--- config.mk ---
export PLATFORM = sky130hd
export DESIGN_NAME = fetch_unit
export DESIGN_NICKNAME = d
export VERILOG_FILES = /design/src/rtl/fetch_unit.sv
export SDC_FILE = /design/constraint.sdc
export NUM_CORES = 1
export LEC_CHECK = 0
export BUFFER_PORTS_ARGS = -buffer_cell sky130_fd_sc_hd__clkbuf_2
export CORE_UTILIZATION = 35
export DETAILED_ROUTE_END_ITERATION = 6
export GPL_TIMING_DRIVEN = 0
export REMOVE_ABC_BUFFERS = 1
export SYNTH_ARGS = -nofsm -noshare
export SYNTH_HDL_FRONTEND = slang
export SYNTH_SLANG_ARGS = --single-unit
--- constraint.sdc ---
create_clock -name clk -period 3.05 [get_ports clk]
set_input_delay 0.305 -clock clk [delete_from_list [all_inputs] [get_ports clk]]
set_output_delay 0.305 -clock clk [all_outputs]
set_load 0.01 [all_outputs]
--- src/rtl/fetch_unit.sv ---
// Instruction fetch stage: PC, single-outstanding imem requests and a
// two-entry {pc, instr} buffer presented to decode with valid/ready.
module fetch_unit #(
  parameter int              XLEN     = 32,
  parameter logic [XLEN-1:0] RESET_PC = '0
) (
  input  logic            clk,
  input  logic            reset,
  output logic            imem_req_valid,
  output logic [XLEN-1:0] imem_req_addr,
  input  logic            imem_req_ready,
  input  logic            imem_resp_valid,
  input  logic [XLEN-1:0] imem_resp_data,
  input  logic            redirect_valid,
  input  logic [XLEN-1:0] redirect_pc,
  output logic            id_valid,
  output logic [XLEN-1:0] id_instr,
  output logic [XLEN-1:0] id_pc,
  output logic [XLEN-1:0] id_pcplus4,
  input  logic            id_ready
);

  typedef enum logic [1:0] {
    REQ  = 2'd0,
    WAIT = 2'd1,
    DROP = 2'd2
  } state_t;

  state_t          state;
  state_t          state_nx;
  logic [XLEN-1:0] pc;
  logic [XLEN-1:0] req_pc;
  logic [XLEN-1:0] buf_pc    [2];
  logic [XLEN-1:0] buf_instr [2];
  logic            rd_ptr;
  logic            wr_ptr;
  logic [1:0]      count;
  logic            accept;
  logic            push;
  logic            pop;
  logic            full;

  assign full = (count == 2'd2);

  // Request issue and response routing; a redirect suppresses new
  // requests and turns an in-flight response into one to discard.
  always_comb begin
    state_nx       = state;
    imem_req_valid = 1'b0;
    accept         = 1'b0;
    push           = 1'b0;
    unique case (state)
      REQ: begin
        imem_req_valid = !full && !redirect_valid;
        accept         = imem_req_valid && imem_req_ready;
        if (accept) state_nx = WAIT;
      end
      WAIT: begin
        if (imem_resp_valid) begin
          push     = !redirect_valid;
          state_nx = REQ;
        end else if (redirect_valid) begin
          state_nx = DROP;
        end
      end
      DROP: begin
        if (imem_resp_valid) state_nx = REQ;
      end
      default: state_nx = REQ;
    endcase
    if (reset) begin
      imem_req_valid = 1'b0;
      accept         = 1'b0;
      push           = 1'b0;
    end
  end

  assign imem_req_addr = pc;
  assign id_valid      = !reset && (count != 2'd0);
  assign pop           = id_valid && id_ready && !redirect_valid;

  // Head of the buffer; forced to zero while reset is asserted.
  assign id_pc      = reset ? '0 : buf_pc[rd_ptr];
  assign id_instr   = reset ? '0 : buf_instr[rd_ptr];
  assign id_pcplus4 = reset ? '0 : buf_pc[rd_ptr] + XLEN'(4);

  // FSM state, fetch PC and the address of the outstanding request.
  always_ff @(posedge clk) begin
    if (reset) begin
      state  <= REQ;
      pc     <= RESET_PC;
      req_pc <= '0;
    end else begin
      state <= state_nx;
      if (redirect_valid) begin
        pc <= {redirect_pc[XLEN-1:2], 2'b00};
      end else if (accept) begin
        pc     <= pc + XLEN'(4);
        req_pc <= pc;
      end
    end
  end

  // Buffer pointers and occupancy; a redirect empties the buffer.
  always_ff @(posedge clk) begin
    if (reset || redirect_valid) begin
      rd_ptr <= 1'b0;
      wr_ptr <= 1'b0;
      count  <= 2'd0;
    end else begin
      if (push) wr_ptr <= ~wr_ptr;
      if (pop)  rd_ptr <= ~rd_ptr;
      count <= count + {1'b0, push} - {1'b0, pop};
    end
  end

  // Buffer storage written at the tail on each accepted response.
  always_ff @(posedge clk) begin
    if (reset) begin
      for (int i = 0; i < 2; i++) begin
        buf_pc[i]    <= '0;
        buf_instr[i] <= '0;
      end
    end else if (push) begin
      buf_pc[wr_ptr]    <= req_pc;
      buf_instr[wr_ptr] <= imem_resp_data;
    end
  end

endmodule
* Word level (Yosys, flattened, before mapping)
Memory sizes are Yosys's and may differ from the RTL's. A register that Yosys moved wholly into a read port is not among the register bits. Index checks and enable logic that the tools add are counted.
Word-level totals: input bits 70, word-level logic and storage cells 71, bits in latches 0, flip-flop bits (word level) 70, memory bits (writable) 128, memories kept 2, memory bits (read-only) 0, output and inout bits 130
Memory list:
- buf_instr | words 2, width 32, rd ports 1, clocked after Yosys merged registers in 1, write ports 2, RTL line 34 | logic [XLEN-1:0] buf_instr [2];
- buf_pc | words 2, width 32, rd ports 1, clocked after Yosys merged registers in 1, write ports 2, RTL line 33 | logic [XLEN-1:0] buf_pc [2];
Cells by class: eq/ne operators 6, bitwise gates (word level) 3, add/sub/neg operators 4, divide/modulo/power cells 0, order comparisons 0, mux-type cells 32, reduce and logical (&&, ||, !) cells 17, multipliers 0, shift operators 0
Operator list (count):
- $mux W32 | 7
- $add A32 B3 Y32 const B | 2
- $reduce_or A32 Y1 | 2
- $mux W1 | 20
- $mux W2 | 4
- $pmux W2 S3 | 1
- $logic_and A1 B1 Y1 | 5
- $eq A2 B2 Y1 const B | 2
- $ne A2 B2 Y1 const B | 2
- $reduce_bool A2 Y1 | 2
- $logic_not A1 Y1 | 3
- $ne A3 B3 Y1 const B | 1
- $not A1 Y1 | 3
- $reduce_and A3 Y1 | 1
- $add A2 B1 Y2 | 1
- $eq A2 B1 Y1 const B | 1
- $logic_not A2 Y1 | 1
- $reduce_and A2 Y1 | 1
- $reduce_or A2 Y1 | 1
- $sub A2 B1 Y2 | 1
- $logic_or A1 B1 Y1 | 1

* Logic depth before layout (Yosys ltp)
Gate-level depths: netlist of run 1.
word-level depth 9, depth in mapped cells 12, depth with buffers taken out 9

* Worst setup path after synthesis of run 1
Ideal clock, no wire load.
kind flip-flop to output port, start reg with a tool-made name, end out id_pcplus4[18], data arrival time 2498 ps, required time 2745 ps, stages on the path, launching flop included 12, path slack 247 ps, path through dfxtp_1 buf_6 buf_12 buf_2 buf_4 mux2_2 ha_1 inv_1 a211oi_2 nand2_1 and4bb_2 mux2_2
RTL lines:
- end, declared | RTL line 19 | output logic [XLEN-1:0] id_pcplus4,

==> results of run 1 <==
[flip-flops by register name, indices dropped and copies added (netlist names), named ones only]
signal and cells:
state 2, req_pc 30, buf_pc 60, rd_ptr 1, wr_ptr 1, buf_instr 64, count 2, imem_req_addr 30
[stage by stage]
stage / hold slack, ns / setup WS, ns
4_1_cts: 0.04965 / -0.04577
5_1_grt: 0.07366 / -0.02784
3_5_place_dp: 0.4526 / -0.5947
6_report: 0.08158 / 0.07390
3_3_place_gp: 0.4479 / -4.163
2_1_floorplan: 0.3741 / -1.714
[metal layers]
metal / track usage, % / up-vias / wire length [um]
met3: 2.304 / 25 / 882
met4: 6.403 / 0 / 448
met1: 23.14 / 3620 / 11380
met2: 28.65 / 175 / 11880
li1: - / 3752 / -
met5: 0 / - / 0
[worst paths after layout]
kind	end	slack (ns)	cells after the start
worst max-delay path	id_pcplus4[18]	0.07	9
worst min-delay path	state[1]	0.08	2
worst max register to register	imem_req_addr[20]	0.34	5
worst min register to register	req_pc[4]	0.46	2
[layout make-up]
cell class,instances,area share (%)
inverters,14,0.4483
clock inverters,13,0.9713
well taps,341,3.640
repair buffers,211,11.07
flip-flops and latches,191,43.24
clock buffers,19,3.960
multi-input cells,699,36.67
[logic make-up (layout without fill, tap and decap cells)]
logic type | Yosys count | in the layout
xor gates and xnor gates | 18 | 18
other | 1 | 6
adders and majority gates | 4 | 4
DFF | 191 | 191
AOI/OAI and AO/OA | 127 | 127
buffers and inverters | 82 | 257
and+or+nand+nor | 475 | 475
muxes | 69 | 69
[layout by cell type (no fill, tap or decap), types with 16 or more instances in the layout]
| master | count |
|---|---|
| clkbuf_2 | 188 |
| nor3_1 | 21 |
| nand3_1 | 20 |
| a31oi_1 | 16 |
| nand2_1 | 108 |
| dfxtp_1 | 66 |
| mux2i_1 | 59 |
| nor2_1 | 105 |
| clkbuf_16 | 19 |
| and2_1 | 130 |
| edfxtp_1 | 124 |
| nand4_1 | 27 |
| a21oi_1 | 52 |
[power groups by stage]
stage / registers [mW] / clock network, mW / logic, mW
2_1_floorplan: 2.95 / 0 / 0.187
3_3_place_gp: 2.97 / 0 / 0.404
3_5_place_dp: 2.96 / 0 / 0.420
4_1_cts: 2.90 / 2.29 / 0.423
5_1_grt: 2.92 / 2.39 / 0.460
6_report: 2.90 / 2.23 / 0.416
[what timing repair did]
| action | CTS | global route |
|---|---|---|
| pin swaps | 2 | 4 |
| hold buffers | 0 | 0 |
| setup buffers | 7 | 4 |
| cloned | 1 | 1 |
| endpoints found under the setup margin | 100 | 79 |
| resized for setup | 7 | 6 |
==> impl_metrics.json, run 1 <==
{
  "tritoncts": "done",
  "grt_pass1_vias": 7011,
  "synth_top_family_by_area": "simple AND/OR/NAND/NOR gates",
  "yosysWarningCount": 0,
  "path_cells": "buf_16 -> mux2_2 -> ha_1 -> inv_2 -> a211oi_4 -> nand2_2 -> and4bb_2 -> mux2_2 -> buf_2",
  "p_leak_nw": 4.483,
  "drv_slew": 0,
  "endpoint_kind": "output pin",
  "async_reset_ff_share_pct": 0,
  "fillCellCount": 2677,
  "dr.pass1.iters": 5,
  "power_frac_seq_pct": 52.3,
  "utilization_pct": 43.38,
  "core_mm2": 0.02703,
  "vias": 7572,
  "intPower_mw": 4.141,
  "p_clk_share_pct": 40.2,
  "ant_nets": 0,
  "crit_path_frequent_cell": "mux2_2",
  "synth_adder_area_share_pct": 0.5177,
  "cpPeakStageDelay_ns": 0.38,
  "synth.area.mux_share_pct": 7.273,
  "clk_latency_ns": 0.44,
  "drcViolationCount": 0,
  "switchingPower_mw": 1.412,
  "final.setup_skew_ns": 0.02174,
  "num_antenna_cells": 0,
  "via_per_inst": 5.089,
  "cp.arrival_ns": 2.67,
  "crit_path_start_kind": "flop",
  "die_area_mm2": 0.02829,
  "synth_edf_count": 124,
  "clk_path_buf_depth": 2,
  "yosys-top-cells-count": "and2_1 (130), edfxtp_1 (124), nand2_1 (109), nor2_1 (105), dfxtp_1 (67)",
  "grt_start_max_net_pins": 83,
  "synthDistinctLibCells": 59,
  "required_ns": 2.74,
  "ios": 200,
  "numPortBuffers": 191,
  "synth.avg_cell_area_um2": 9.998,
  "cap_violations": 0,
  "synthSimpleGateAreaFrac_pct": 25.78,
  "finish.instance_area_mm2": 0.01172,
  "path_class": "reg -> out",
  "fmax_mhz": 336.0,
  "multi_input_area_mm2": 0.004299,
  "switching_share_pct": 25.43,
  "drive_above_1_share_pct": 24.24,
  "grt_pass1_wl_mm": 38.38,
  "synth_top_area_share_pct": 38.51,
  "seqCellArea_mm2": 0.005069,
  "start_util_pct": 35.77,
  "tightestPinTransition_ns": 0.9251,
  "yosys-top-cells-area": "edfxtp_1 (39%), dfxtp_1 (14%), and2_1 (8.4%)",
  "cpMaxStageDelayCell": "dfxtp_4",
  "ctsRootBufferMaster": "clkbuf_16",
  "die_w_um": 168.2,
  "grt.overflow.total": 0,
  "synth.yosys.seq_area_share_pct": 52.39,
  "htreeDepth": 4,
  "status": "finished, final reports clean",
  "grt_usage_pct": 17.33,
  "yosys.area.top_type": "edfxtp_1",
  "fp.dieH_um": 168.2,
  "power_density_mw_per_mm2": 473.7,
  "wirelength_mm": 24.59,
  "hpwl_mm": 16.32,
  "rr_startpoint": "state[0]",
  "clkTransAtPathRegs_ns": 0.08,
  "synth_cells": 967,
  "synth-compound-area-share_pct": 8.360,
  "place_inst": 1443,
  "num-nets-final": 1208,
  "yosysMostFrequentCell": "and2_1",
  "maxSlewHeadroom_pct": 37.85,
  "synth_ff_type": "edfxtp_1",
  "synth_area_mm2": 0.009668,
  "hp-start": "imem_resp_valid",
  "setup_viol_count_final": 0,
  "finalCritPeriodShare_pct": 97.58,
  "combPwrFrac_pct": 7.5,
  "peakVddDrop_mv": 0.3550,
  "hold_path_class": "in -> reg",
  "crit_buf_inv": 3,
  "area_delta_synth_final_pct": 21.25,
  "critPathTopFamily": "multiplexers",
  "cts_sinks": 191,
  "place_area_mm2": 0.01094,
  "num_rows": 60,
  "avgRoutedWirePerCell_um": 16.53,
  "antenna_found_initial": 0,
  "fin_cells": 1488,
  "report.final.hold_viol_count": 0,
  "first_iter_violations": 450,
  "setup_tns_ns": 0,
  "crit_fanout": 15,
  "routabilityCongestion": 0.7630,
  "synth-seq-cells": 191,
  "cts_buffers": 17,
  "synthXorXnorAreaFrac_pct": 1.631,
  "total_power_mw": 5.553,
  "fin_crit_ns": 2.976
}
(Power assumes the default switching activity.)
==> run 2, diff against run 1 <==
--- a/config.mk
+++ b/config.mk
@@ -8,7 +8,6 @@
 export BUFFER_PORTS_ARGS = -buffer_cell sky130_fd_sc_hd__clkbuf_2
 export CORE_UTILIZATION = 35
 export DETAILED_ROUTE_END_ITERATION = 6
-export GPL_TIMING_DRIVEN = 0
 export REMOVE_ABC_BUFFERS = 1
 export SYNTH_ARGS = -nofsm -noshare
 export SYNTH_HDL_FRONTEND = slang
==> constraint.sdc (replaced) <==
create_clock -name clk -period 3.1 [get_ports clk]
set_input_delay 0.31 -clock clk [delete_from_list [all_inputs] [get_ports clk]]
set_output_delay 0.31 -clock clk [all_outputs]
set_load 0.01 [all_outputs]
==> impl_metrics.json, run 2 (synthesis results as in run 1) <==
{
  "status": "finished, final reports clean",
  "most-common-layout-cells": "clkbuf_2 (190), and2_1 (130), edfxtp_1 (124), nand2_1 (109), nor2_1 (105)",
  "via_per_inst": 5.043,
  "regMostFlops": "buf_instr",
  "p_leak_nw": 4.456,
  "cp.arrival_ns": 2.59,
  "clkTransAtPathRegs_ns": 0.07,
  "die_w_um": 168.2,
  "first_iter_violations": 451,
  "fillCellCount": 2610,
  "hold_path_class": "in -> reg",
  "report.final.hold_viol_count": 0,
  "final.setup_skew_ns": 0.01126,
  "crit_fanout": 12,
  "largest_register_ffs": 64,
  "clk_path_buf_depth": 2,
  "clk_latency_ns": 0.43,
  "crit_path_start_kind": "flop",
  "grt_pass1_vias": 7241,
  "avgRoutedWirePerCell_um": 16.26,
  "peakVddDrop_mv": 0.3036,
  "tightestPinTransition_ns": 0.8402,
  "die_area_mm2": 0.02829,
  "setup_tns_ns": 0,
  "core_mm2": 0.02703,
  "path_class": "reg -> out",
  "numPortBuffers": 191,
  "fin_crit_ns": 2.905,
  "hpwl_mm": 16.68,
  "vias": 7545,
  "tritoncts": "done",
  "holdWs_ns": 0.07099,
  "wirelength_mm": 24.33,
  "grt.overflow.total": 0,
  "grt_pass1_wl_mm": 38.14,
  "num-nets-final": 1216,
  "fp.dieH_um": 168.2,
  "grt_usage_pct": 17.32,
  "power_density_mw_per_mm2": 466.1,
  "utilization_pct": 42.99,
  "hold_buffers": 0,
  "cts_buffers": 17,
  "drive_above_1_share_pct": 23.98,
  "drcViolationCount": 0,
  "ios": 200,
  "num_rows": 60,
  "start_util_pct": 35.77,
  "drv_slew": 0,
  "reg.largest.list": "buf_instr x64, buf_pc x60",
  "grt_start_max_net_pins": 98,
  "antenna_found_initial": 0,
  "cts_sinks": 191,
  "num_antenna_cells": 0,
  "maxSlewHeadroom_pct": 43.92,
  "setup_viol_count_final": 0,
  "finalCritPeriodShare_pct": 93.70,
  "ctsRootBufferMaster": "clkbuf_16",
  "htreeDepth": 4,
  "ant_nets": 0,
  "rsz0062_at_grt": "no",
  "required_ns": 2.79,
  "area_delta_synth_final_pct": 20.16,
  "cap_violations": 0,
  "dr.pass1.iters": 5,
  "endpoint_kind": "output pin",
  "routabilityCongestion": 0.7579,
  "mostFrequentLayoutCell": "clkbuf_2",
  "fmax_mhz": 344.3
}
## run 2: area by class of cell
class	instances	area (um^2)	area share (%)
flip-flops and latches	191	5069	43.63
multi-input cells	699	4269	36.75
repair buffers	219	1242	10.69
clock buffers	19	432.9	3.726
well taps	341	426.7	3.673
clock inverters	13	125.1	1.077
inverters	14	52.55	0.4523
## run 2: metal layers
metal,vias to the layer above,routed length [um],track usage [%]
met3,24,893,2.257
met2,195,11930,29.44
met4,0,413,5.929
met1,3569,11100,22.65
met5,-,0,0
li1,3757,-,-
## run 2: critical path, cell delays in order (launching register included)
cell and delay, ns:
dfxtp_4 0.40, buf_12 0.15, nand4b_1 0.26, a22oi_1 0.36, nand4_4 0.24, or4_1 0.55, nand2_1 0.09, clkbuf_2 0.12
## run 2: final timing paths
check,start,endpoint,slack [ns],depth (start not counted)
min,imem_resp_valid,state[1],0.07,2
max,flop,id_pcplus4[25],0.20,7
max reg2reg,imem_req_addr[2],imem_req_addr[24],0.79,7
min reg2reg,req_pc[2],req_pc[2],0.46,2
## run 2: metrics by stage
step	worst slack [ns]	power (mW)	instance area, um^2	instances
after floorplan	-1.669	3.091	9351	904
after global placement	0.2761	3.329	10960	1458
after detailed placement	0.2562	3.335	10960	1458
after CTS	0.007124	5.478	11550	1491
after global routing	0.04714	5.631	11620	1496
final	0.1954	5.415	11620	1496
## run 2: where the power goes
group          internal [mW]  total (mW)  switching, mW
Clock                   1.13        2.14           1.02
Sequential              2.79        2.86         0.0743
Combinational          0.157       0.411          0.254
Total                   4.07        5.41           1.34
## run 2: timing repair
action	4_1_cts	5_1_grt
setup endpoints to repair	12	7
setup buffers	1	5
resized for setup	1	3
gates cloned	0	0
pin swaps	0	0
